--- config.mk ---
export PLATFORM = sky130hd
export DESIGN_NAME = mul_div_ctrl_flat
export DESIGN_NICKNAME = d
export VERILOG_FILES = /design/src/rtl/mul_div_if.sv /design/src/rtl/mul_div_ctrl.sv /design/src/flat_wrapper.sv
export SDC_FILE = /design/constraint.sdc
export NUM_CORES = 2
export LEC_CHECK = 0
export BUFFER_PORTS_ARGS = -buffer_cell sky130_fd_sc_hd__buf_2
export CORE_ASPECT_RATIO = 0.8
export CORE_MARGIN = 3
export CORE_UTILIZATION = 60
export DETAILED_ROUTE_END_ITERATION = 12
export PLACE_DENSITY_LB_ADDON = 0.1
export SETUP_SLACK_MARGIN = 0.4
export SLEW_MARGIN = 10
export SYNTH_ARGS = -nofsm -noshare
export SYNTH_HDL_FRONTEND = slang
export SYNTH_SLANG_ARGS = --single-unit
--- constraint.sdc ---
create_clock -name clk -period 11.5 [get_ports clk]
set_input_delay 2.3 -clock clk [delete_from_list [all_inputs] [get_ports clk]]
set_output_delay 2.3 -clock clk [all_outputs]
set_load 0.005 [all_outputs]
--- src/rtl/mul_div_if.sv ---
// Request/result bundle between the pipeline and the HI/LO multiply-divide controller.
// The master side (pipeline) drives requests and operands; the slave side (controller) returns status and HI/LO.
interface mul_div_if;
    logic        empty;
    logic [2:0]  mul_div;
    logic [1:0]  mt_hi_lo;
    logic [1:0]  mf_hi_lo;
    logic [31:0] rf_A;
    logic [31:0] rf_B;
    logic        busy;
    logic        stall;
    logic [31:0] hi_out;
    logic [31:0] lo_out;
    logic [31:0] mf_data;

    modport master (
        output empty, mul_div, mt_hi_lo, mf_hi_lo, rf_A, rf_B,
        input  busy, stall, hi_out, lo_out, mf_data
    );

    modport slave (
        input  empty, mul_div, mt_hi_lo, mf_hi_lo, rf_A, rf_B,
        output busy, stall, hi_out, lo_out, mf_data
    );
endinterface

--- src/rtl/mul_div_ctrl.sv ---
// HI/LO controller: single-cycle multiply and a 32-step restoring divider with sign fix-up.
// Pipeline flush aborts any operation without touching HI/LO.
module mul_div_ctrl (
    input  logic     clk,
    input  logic     rst_p,
    mul_div_if.slave bus
);
    typedef enum logic [1:0] {IDLE, MUL, DIV, FIX} state_e;

    state_e      state_q, state_d;
    logic        busy_q, busy_d;
    logic [5:0]  cnt_q, cnt_d;
    logic [31:0] hi_q, hi_d;
    logic [31:0] lo_q, lo_d;
    logic [31:0] op_a_q, op_a_d;
    logic [31:0] op_b_q, op_b_d;
    logic [31:0] rem_q, rem_d;
    logic        sgn_q, sgn_d;
    logic        neg_a_q, neg_a_d;
    logic        neg_b_q, neg_b_d;

    logic signed [63:0] mul_a, mul_b, prod;
    logic        [32:0] shifted;
    logic               geq;
    logic        [31:0] diff;

    function automatic logic [31:0] cond_neg(input logic [31:0] v, input logic en);
        return en ? (~v + 32'd1) : v;
    endfunction

    function automatic logic [31:0] abs_val(input logic [31:0] v, input logic is_signed);
        return cond_neg(v, is_signed & v[31]);
    endfunction

    // Low 64 bits of the product are exact for both signednesses once operands are extended to 64 bits.
    assign mul_a = {{32{sgn_q & op_a_q[31]}}, op_a_q};
    assign mul_b = {{32{sgn_q & op_b_q[31]}}, op_b_q};
    assign prod  = mul_a * mul_b;

    // op_a_q doubles as dividend shift-out and quotient shift-in register during DIV.
    assign shifted = {rem_q, op_a_q[31]};
    assign geq     = (shifted >= {1'b0, op_b_q});
    assign diff    = shifted[31:0] - op_b_q;

    always_comb begin
        state_d = state_q;
        cnt_d   = cnt_q;
        hi_d    = hi_q;
        lo_d    = lo_q;
        op_a_d  = op_a_q;
        op_b_d  = op_b_q;
        rem_d   = rem_q;
        sgn_d   = sgn_q;
        neg_a_d = neg_a_q;
        neg_b_d = neg_b_q;

        case (state_q)
            IDLE: begin
                if (!bus.empty) begin
                    if (bus.mt_hi_lo[1]) hi_d = bus.rf_A;
                    if (bus.mt_hi_lo[0]) lo_d = bus.rf_A;
                    if (bus.mul_div[0]) begin
                        op_a_d  = bus.rf_A;
                        op_b_d  = bus.rf_B;
                        sgn_d   = bus.mul_div[2];
                        state_d = MUL;
                    end else if (bus.mul_div[1]) begin
                        sgn_d   = bus.mul_div[2];
                        neg_a_d = bus.mul_div[2] & bus.rf_A[31];
                        neg_b_d = bus.mul_div[2] & bus.rf_B[31];
                        op_a_d  = abs_val(bus.rf_A, bus.mul_div[2]);
                        op_b_d  = abs_val(bus.rf_B, bus.mul_div[2]);
                        rem_d   = 32'd0;
                        cnt_d   = 6'd0;
                        state_d = DIV;
                    end
                end
            end
            MUL: begin
                {hi_d, lo_d} = prod;
                state_d      = IDLE;
            end
            DIV: begin
                op_a_d = {op_a_q[30:0], geq};
                rem_d  = geq ? diff : shifted[31:0];
                cnt_d  = cnt_q + 6'd1;
                if (cnt_q == 6'd31) state_d = FIX;
            end
            FIX: begin
                // With a zero divisor every step succeeds, so the remainder is |rs| and the fix-up restores rs.
                lo_d    = (op_b_q == 32'd0) ? 32'hFFFF_FFFF : cond_neg(op_a_q, neg_a_q ^ neg_b_q);
                hi_d    = cond_neg(rem_q, neg_a_q);
                state_d = IDLE;
            end
            default: state_d = IDLE;
        endcase

        if (bus.empty) begin
            state_d = IDLE;
            hi_d    = hi_q;
            lo_d    = lo_q;
        end

        busy_d = (state_d != IDLE);
    end

    always_ff @(posedge clk) begin
        op_a_q  <= op_a_d;
        op_b_q  <= op_b_d;
        rem_q   <= rem_d;
        sgn_q   <= sgn_d;
        neg_a_q <= neg_a_d;
        neg_b_q <= neg_b_d;
        if (rst_p) begin
            state_q <= IDLE;
            busy_q  <= 1'b0;
            cnt_q   <= 6'd0;
            hi_q    <= 32'd0;
            lo_q    <= 32'd0;
        end else begin
            state_q <= state_d;
            busy_q  <= busy_d;
            cnt_q   <= cnt_d;
            hi_q    <= hi_d;
            lo_q    <= lo_d;
        end
    end

    assign bus.busy    = busy_q;
    assign bus.stall   = busy_q & ((|bus.mul_div[1:0]) | (|bus.mt_hi_lo) | (|bus.mf_hi_lo));
    assign bus.hi_out  = hi_q;
    assign bus.lo_out  = lo_q;
    assign bus.mf_data = bus.mf_hi_lo[1] ? hi_q : lo_q;
endmodule

--- src/flat_wrapper.sv ---
// flat-port wrapper written by rule: the top's interface ports become plain ports
module mul_div_ctrl_flat 
  (clk, rst_p, bus_empty, bus_mul_div, bus_mt_hi_lo, bus_mf_hi_lo, bus_rf_A, bus_rf_B, bus_busy, bus_stall, bus_hi_out, bus_lo_out, bus_mf_data);
  mul_div_if bus_i ();
  input  logic clk;
  input  logic rst_p;
  input wire logic [$bits(bus_i.empty)-1:0] bus_empty;
  input wire logic [$bits(bus_i.mul_div)-1:0] bus_mul_div;
  input wire logic [$bits(bus_i.mt_hi_lo)-1:0] bus_mt_hi_lo;
  input wire logic [$bits(bus_i.mf_hi_lo)-1:0] bus_mf_hi_lo;
  input wire logic [$bits(bus_i.rf_A)-1:0] bus_rf_A;
  input wire logic [$bits(bus_i.rf_B)-1:0] bus_rf_B;
  output wire logic [$bits(bus_i.busy)-1:0] bus_busy;
  output wire logic [$bits(bus_i.stall)-1:0] bus_stall;
  output wire logic [$bits(bus_i.hi_out)-1:0] bus_hi_out;
  output wire logic [$bits(bus_i.lo_out)-1:0] bus_lo_out;
  output wire logic [$bits(bus_i.mf_data)-1:0] bus_mf_data;
  assign bus_i.empty = bus_empty;
  assign bus_i.mul_div = bus_mul_div;
  assign bus_i.mt_hi_lo = bus_mt_hi_lo;
  assign bus_i.mf_hi_lo = bus_mf_hi_lo;
  assign bus_i.rf_A = bus_rf_A;
  assign bus_i.rf_B = bus_rf_B;
  assign bus_busy = bus_i.busy;
  assign bus_stall = bus_i.stall;
  assign bus_hi_out = bus_i.hi_out;
  assign bus_lo_out = bus_i.lo_out;
  assign bus_mf_data = bus_i.mf_data;
  mul_div_ctrl u_core (.clk(clk), .rst_p(rst_p), .bus(bus_i));
endmodule
== Word-level counts from Yosys, hierarchy flattened ==
Cells that the tools add are included.

* $add $sub $neg: 6
* $mul: 1
* $lt $le $gt $ge: 1
* Eq/ne operators: 10
* Mux-type cells: 32
* Bitwise operators: 14
* Reduce and logical (&&, ||, !) cells: 16

{| class="wikitable"
|+ Operator list
! cell !! count
|-
| $mux W32 || 17
|-
| $pmux W32 S3 || 2
|-
| $add A32 B1 Y32 const B || 4
|-
| $not A32 Y32 || 4
|-
| $pmux W32 S2 || 2
|-
| $mul A33 B33 Y64 || 1
|-
| $ge A33 B32 Y1 || 1
|-
| $logic_not A32 Y1 || 1
|-
| $sub A32 B32 Y32 || 1
|-
| $mux W6 || 3
|-
| $pmux W6 S2 || 1
|-
| $reduce_and A3 Y1 || 4
|-
| $ne A2 B2 Y1 const B || 5
|-
| $mux W2 || 4
|-
| $reduce_and A4 Y1 || 2
|-
| $reduce_or A2 Y1 || 4
|-
| $add A6 B1 Y6 const B || 1
|-
| $eq A6 B5 Y1 const B || 1
|-
| $pmux W2 S3 || 1
|-
| $reduce_bool A2 Y1 || 3
|-
| $and A1 B1 Y1 || 5
|-
| $eq A2 B2 Y1 const B || 2
|-
| $ne A3 B3 Y1 const B || 1
|-
| $reduce_bool A3 Y1 || 1
|-
| 6 further kinds || 9
|}

* Flip-flop bits (word level): 172
* Bits of input ports: 74
* Output and inout bits: 98
* Word-level logic and storage cells: 91

== Depth between registers and ports, before layout ==
* Word-level depth: 7
* Gate-level depth with buffers: 32
* Depth with buffers taken out: 29

== Least setup slack after synthesis ==
Ideal clock, no wire load.

* Kind: register -> register
* Start point: reg u_core.op_a_q[31]
* End point: reg u_core.hi_q[31], in the netlist u_core.bus.hi_out[31]
* Setup time: 0.091 ns
* Arrival time: 8.071 ns
* Slack: 3.338 ns
* Cell stages (with the launch flop): 30
* Buffers on the path: 2
* Period minus slack after synthesis: 8.162 ns
* Cell sequence: edfxtp_1 and2_1 clkbuf_1 nand2_1 inv_1 fa_1 inv_1 fa_1 inv_1 fa_1 fa_1 inv_1 fa_1 inv_1 fa_1 inv_1 fa_1 fa_1 inv_1 ha_1 clkbuf_1 a21o_1 a21o_1 a21o_1 or2_0 a211oi_2 or2_2 a21oi_2 or4_1 a311oi_1

* Word-level cells in the longest chain between the ends: 3

{| class="wikitable"
|+ RTL lines
! element !! line !! source
|-
| start, declared || mul_div_ctrl.sv:15 || <nowiki>logic [31:0] op_a_q, op_a_d;</nowiki>
|-
| start signal, assigned || mul_div_ctrl.sv:108 || <nowiki>op_a_q <= op_a_d;</nowiki>
|-
| $and A1 B1 Y1 || mul_div_ctrl.sv:36 || <nowiki>assign mul_a = {{32{sgn_q & op_a_q[31]}}, op_a_q};</nowiki>
|-
| $mul A33 B33 Y64 * || mul_div_ctrl.sv:38 || <nowiki>assign prod = mul_a * mul_b;</nowiki>
|-
| $pmux W32 S3 * || mul_div_ctrl.sv:57 || <nowiki>case (state_q)</nowiki>
|-
| end signal, assigned || mul_div_ctrl.sv:124 || <nowiki>hi_q <= hi_d;</nowiki>
|-
| end, declared || mul_div_ctrl.sv:13 || <nowiki>logic [31:0] hi_q, hi_d;</nowiki>
|}

Mark *: on every way between the ends. The rest lies on a longest branch, timed or not.
A chain may end at the register's enable or synchronous reset.

== Final worst setup path ==
* Start point: reg u_core.op_b_q[7]
* End point: reg u_core.hi_q[22], in the netlist u_core.bus.hi_out[22]

* Word-level cells in the longest chain between the ends: 2

{| class="wikitable"
|+ RTL lines
! element !! line !! source
|-
| start, declared || mul_div_ctrl.sv:16 || <nowiki>logic [31:0] op_b_q, op_b_d;</nowiki>
|-
| start signal, assigned || mul_div_ctrl.sv:109 || <nowiki>op_b_q <= op_b_d;</nowiki>
|-
| $mul A33 B33 Y64 || mul_div_ctrl.sv:38 ||
|-
| $pmux W32 S3 || mul_div_ctrl.sv:57 ||
|}

No other way between the ends.

==> results.toml <==
[status]
outcome = "finished clean"

[job]
max-cap-violations = 0

[route]
dr.max_layer_used = "met5"
wl_per_cell_um = 24.4
drc = 0
wirelength_met1_mm = 65.7
wl_met2_mm = 72.6
firstDrtPassIters = 6
initialDrtViolationCount = 4119
viasPerCell = 5.93
totalWireLength_mm = 165
vias = 40093
wl_met3_mm = 17.2
ant_nets = 0

[final_layout]
area_growth_pct = 4.71
drive_gt1_frac = 0.0658
nets = 7087
fillers = 7037

[clock_tree]
worstSkewPairLatency_ps = 480
cts-resized-gates = 0
clock_sinks = 172
root_buffer = "clkbuf_16"
clk_path_buf_depth = 2
clk_pin_slew_ps = 70
cts-hold-fix-buffers = 0
numCtsBuffers = 17
htreeDepth = 4
cts_tree = "built"
cts_setup_buffers = 0

[setup_path]
ff2ff_setup_slack_ps = 1980
cpMaxStageDelayCell = "edfxtp_1"
path_class = "flop to flop"
crit_required_ps = 11840
crit_family = "adder cells"
critPathMaxFanout = 20
max_stage_delay_ps = 1090
cp.buffers_inverters = 8
cp-end-kind = "flop"
startpoint_type = "flop"
worst-r2r-cell-count = 27
reg2reg_to = "u_core.bus.hi_out[22]"
reg2reg_from = "u_core.op_b_q[7]"
worst_ep_arrival_time_ps = 9860

[placement]
preCtsSetupSlack_ps = 2320
portBuffers = 171
dp_hpwl_mm = 131
routabilityCongestion = 0.981

[hold_path]
hold_depth = 2
holdCritStartpoint = "u_core.bus.lo_out[17]"
min_path_type = "flop to flop"
min_to = "u_core.bus.lo_out[17]"

[timing]
maxSlewHeadroom = 0.148
fin_setup_tns_ps = 0
maxSlewViolCount = 0
setup_ws_ps = 1980
fmax_ghz = 0.105
hold_viol = 0
worst_slew_pin_slew_ps = 1280
holdWs_ps = 484
fin_skew_ps = 20.8
layout_min_cycle_time_ps = 9520
setup_viol = 0
period_share = 0.828
rsz0062_at_grt = "no"

[synthesis]
yosysWarnings = 0
synthFlopType = "edfxtp_1"
async_flop_share = 0
syn-num-nets = 7135
ys_ff_latch = 172
syn_avg_cell_area_sq_um = 8.80
yosys.cell_types.count = 75
synth_seq_area_share = 0.0886
syn_inst = 5685
syn_area_sq_um = 50100
synth_edf_count = 99

[floorplan]
fp.dieArea_sq_um = 86900
core_area_sq_um = 82400
ios = 172
die_h_um = 264
start_util = 0.607
rows = 94
die_w_um = 329

[global_routing]
antenna_found_initial = 6
grt_pass1_vias = 41713
grt_pass1_wl_mm = 256
grt_max_degree = 74
grt_overflow = 0
grt_use_total = 0.393
kinds of logic (layout without fill, tap and decap cells):
group / Yosys count / count (layout) / share of synthesized area
xor+xnor: 208 / 208 / 0.0364
fa+ha+maj: 1376 / 1376 / 0.513
mux: 61 / 61 / 0.0131
flops: 172 / 172 / 0.0886
other cells: 0 / 4 / 0
compound gates: 589 / 589 / 0.0739
buf+inv: 1521 / 1486 / 0.114
simple gates: 1758 / 1758 / 0.161
metal layers:
metal	up-vias	GRT usage
met5	-	0
met4	2	0.175
met3	412	0.0897
met2	2094	0.593
met1	20470	0.547
li1	17115	-
registers in the layout (all words and copies together), names as in the netlist, 2 cells and up:
register	cells
u_core.op_b_q	32
u_core.rem_q	32
u_core.state_q	2
u_core.bus.hi_out	32
u_core.op_a_q	32
u_core.cnt_q	6
u_core.bus.lo_out	32
synthesized netlist by cell type (all sizes together) (53+ instances only):
master	number	area (sq um)
nor2	301	1130
a21oi	182	915
fa	1126	22500
o21ai	145	726
buf	53	214
ha	250	3130
xnor2	120	1050
nor3	60	300
edfxtp	99	2970
clkbuf	283	1060
xor2	88	771
and2	308	1930
inv	1184	4440
nand2	859	3220
dfxtp	73	1460
layout make-up:
type                       instances  area, sq um  area share
sequential                       172         4440      0.0847
clock buffer                      18          429     0.00819
timing repair buffer             269         1590      0.0304
antenna                            4         10.0    0.000191
multi-input combinational       3992        39900       0.762
inverter                        1185         4450      0.0849
clock inverter                    14          183     0.00349
tap                             1104         1380      0.0264
cells in the final DEF (no fill, tap or decap), types with 18 or more instances in the layout:
cell type  Yosys  layout
inv_1       1184    1184
o21ai_0      136     136
buf_2          6     171
xor2_1        88      88
nand4_1       24      24
mux2i_1       26      26
nor2_1       301     297
a311oi_1      18      18
dfxtp_1       73      71
and3_1        35      35
buf_4          0      98
a211oi_1      31      31
nor4_1        29      28
nor3_1        60      60
fa_1        1126    1126
nand2_1      859     859
nand3_1       32      32
ha_1         250     250
o211ai_1      20      20
or3_1         23      23
and2_1       308     308
a21o_1        32      32
edfxtp_1      99      99
a21oi_1      181     181
xnor2_1      120     119
nand2b_1      22      21
o31ai_1       22      22
mux2_2        35      35
a31oi_1       25      25
through the flow:
| step | instance area [sq um] | utilization | std cells |
|---|---|---|---|
| 3_5_place_dp | 51800 | 0.628 | 6722 |
| 6_report | 52400 | 0.636 | 6758 |
| 5_1_grt | 52400 | 0.636 | 6754 |
| 2_1_floorplan | 50100 | - | 5685 |
| 4_1_cts | 52400 | 0.636 | 6754 |
| 3_3_place_gp | 51800 | 0.628 | 6722 |
worst max path at each step:
stage / slack [ps] / start / endpoint / cells past startpoint
2_1_floorplan: 3340 / u_core.op_a_q[31] / u_core.bus.hi_out[31] / 29
3_3_place_gp: 2320 / u_core.op_b_q[7] / u_core.bus.hi_out[22] / 27
3_5_place_dp: 2320 / u_core.op_b_q[7] / u_core.bus.hi_out[22] / 27
4_1_cts: 2270 / u_core.op_b_q[7] / u_core.bus.hi_out[22] / 27
5_1_grt: 1560 / u_core.op_b_q[0] / u_core.bus.hi_out[25] / 24
6_report: 1980 / u_core.op_b_q[7] / u_core.bus.hi_out[22] / 27
worst reg2reg max path: stages (launching register included):
cell and delay, ps:
edfxtp_1 1090, nand2_1 230, inv_1 150, fa_1 420, inv_1 240, fa_1 510
inv_1 220, fa_1 490, fa_1 870, inv_1 330, fa_1 560, inv_1 50
fa_1 530, inv_1 50, fa_1 450, fa_1 490, inv_1 40, ha_1 360
a21oi_1 260, o21ai_0 210, a21oi_1 180, inv_1 60, a21oi_1 180, o211ai_1 250
nor3_1 580, nor2_1 210, xnor2_1 280, a21oi_1 110
Power is not shown: default switching activity piles up to over one toggle a cycle in this logic, so the estimate is an artifact.
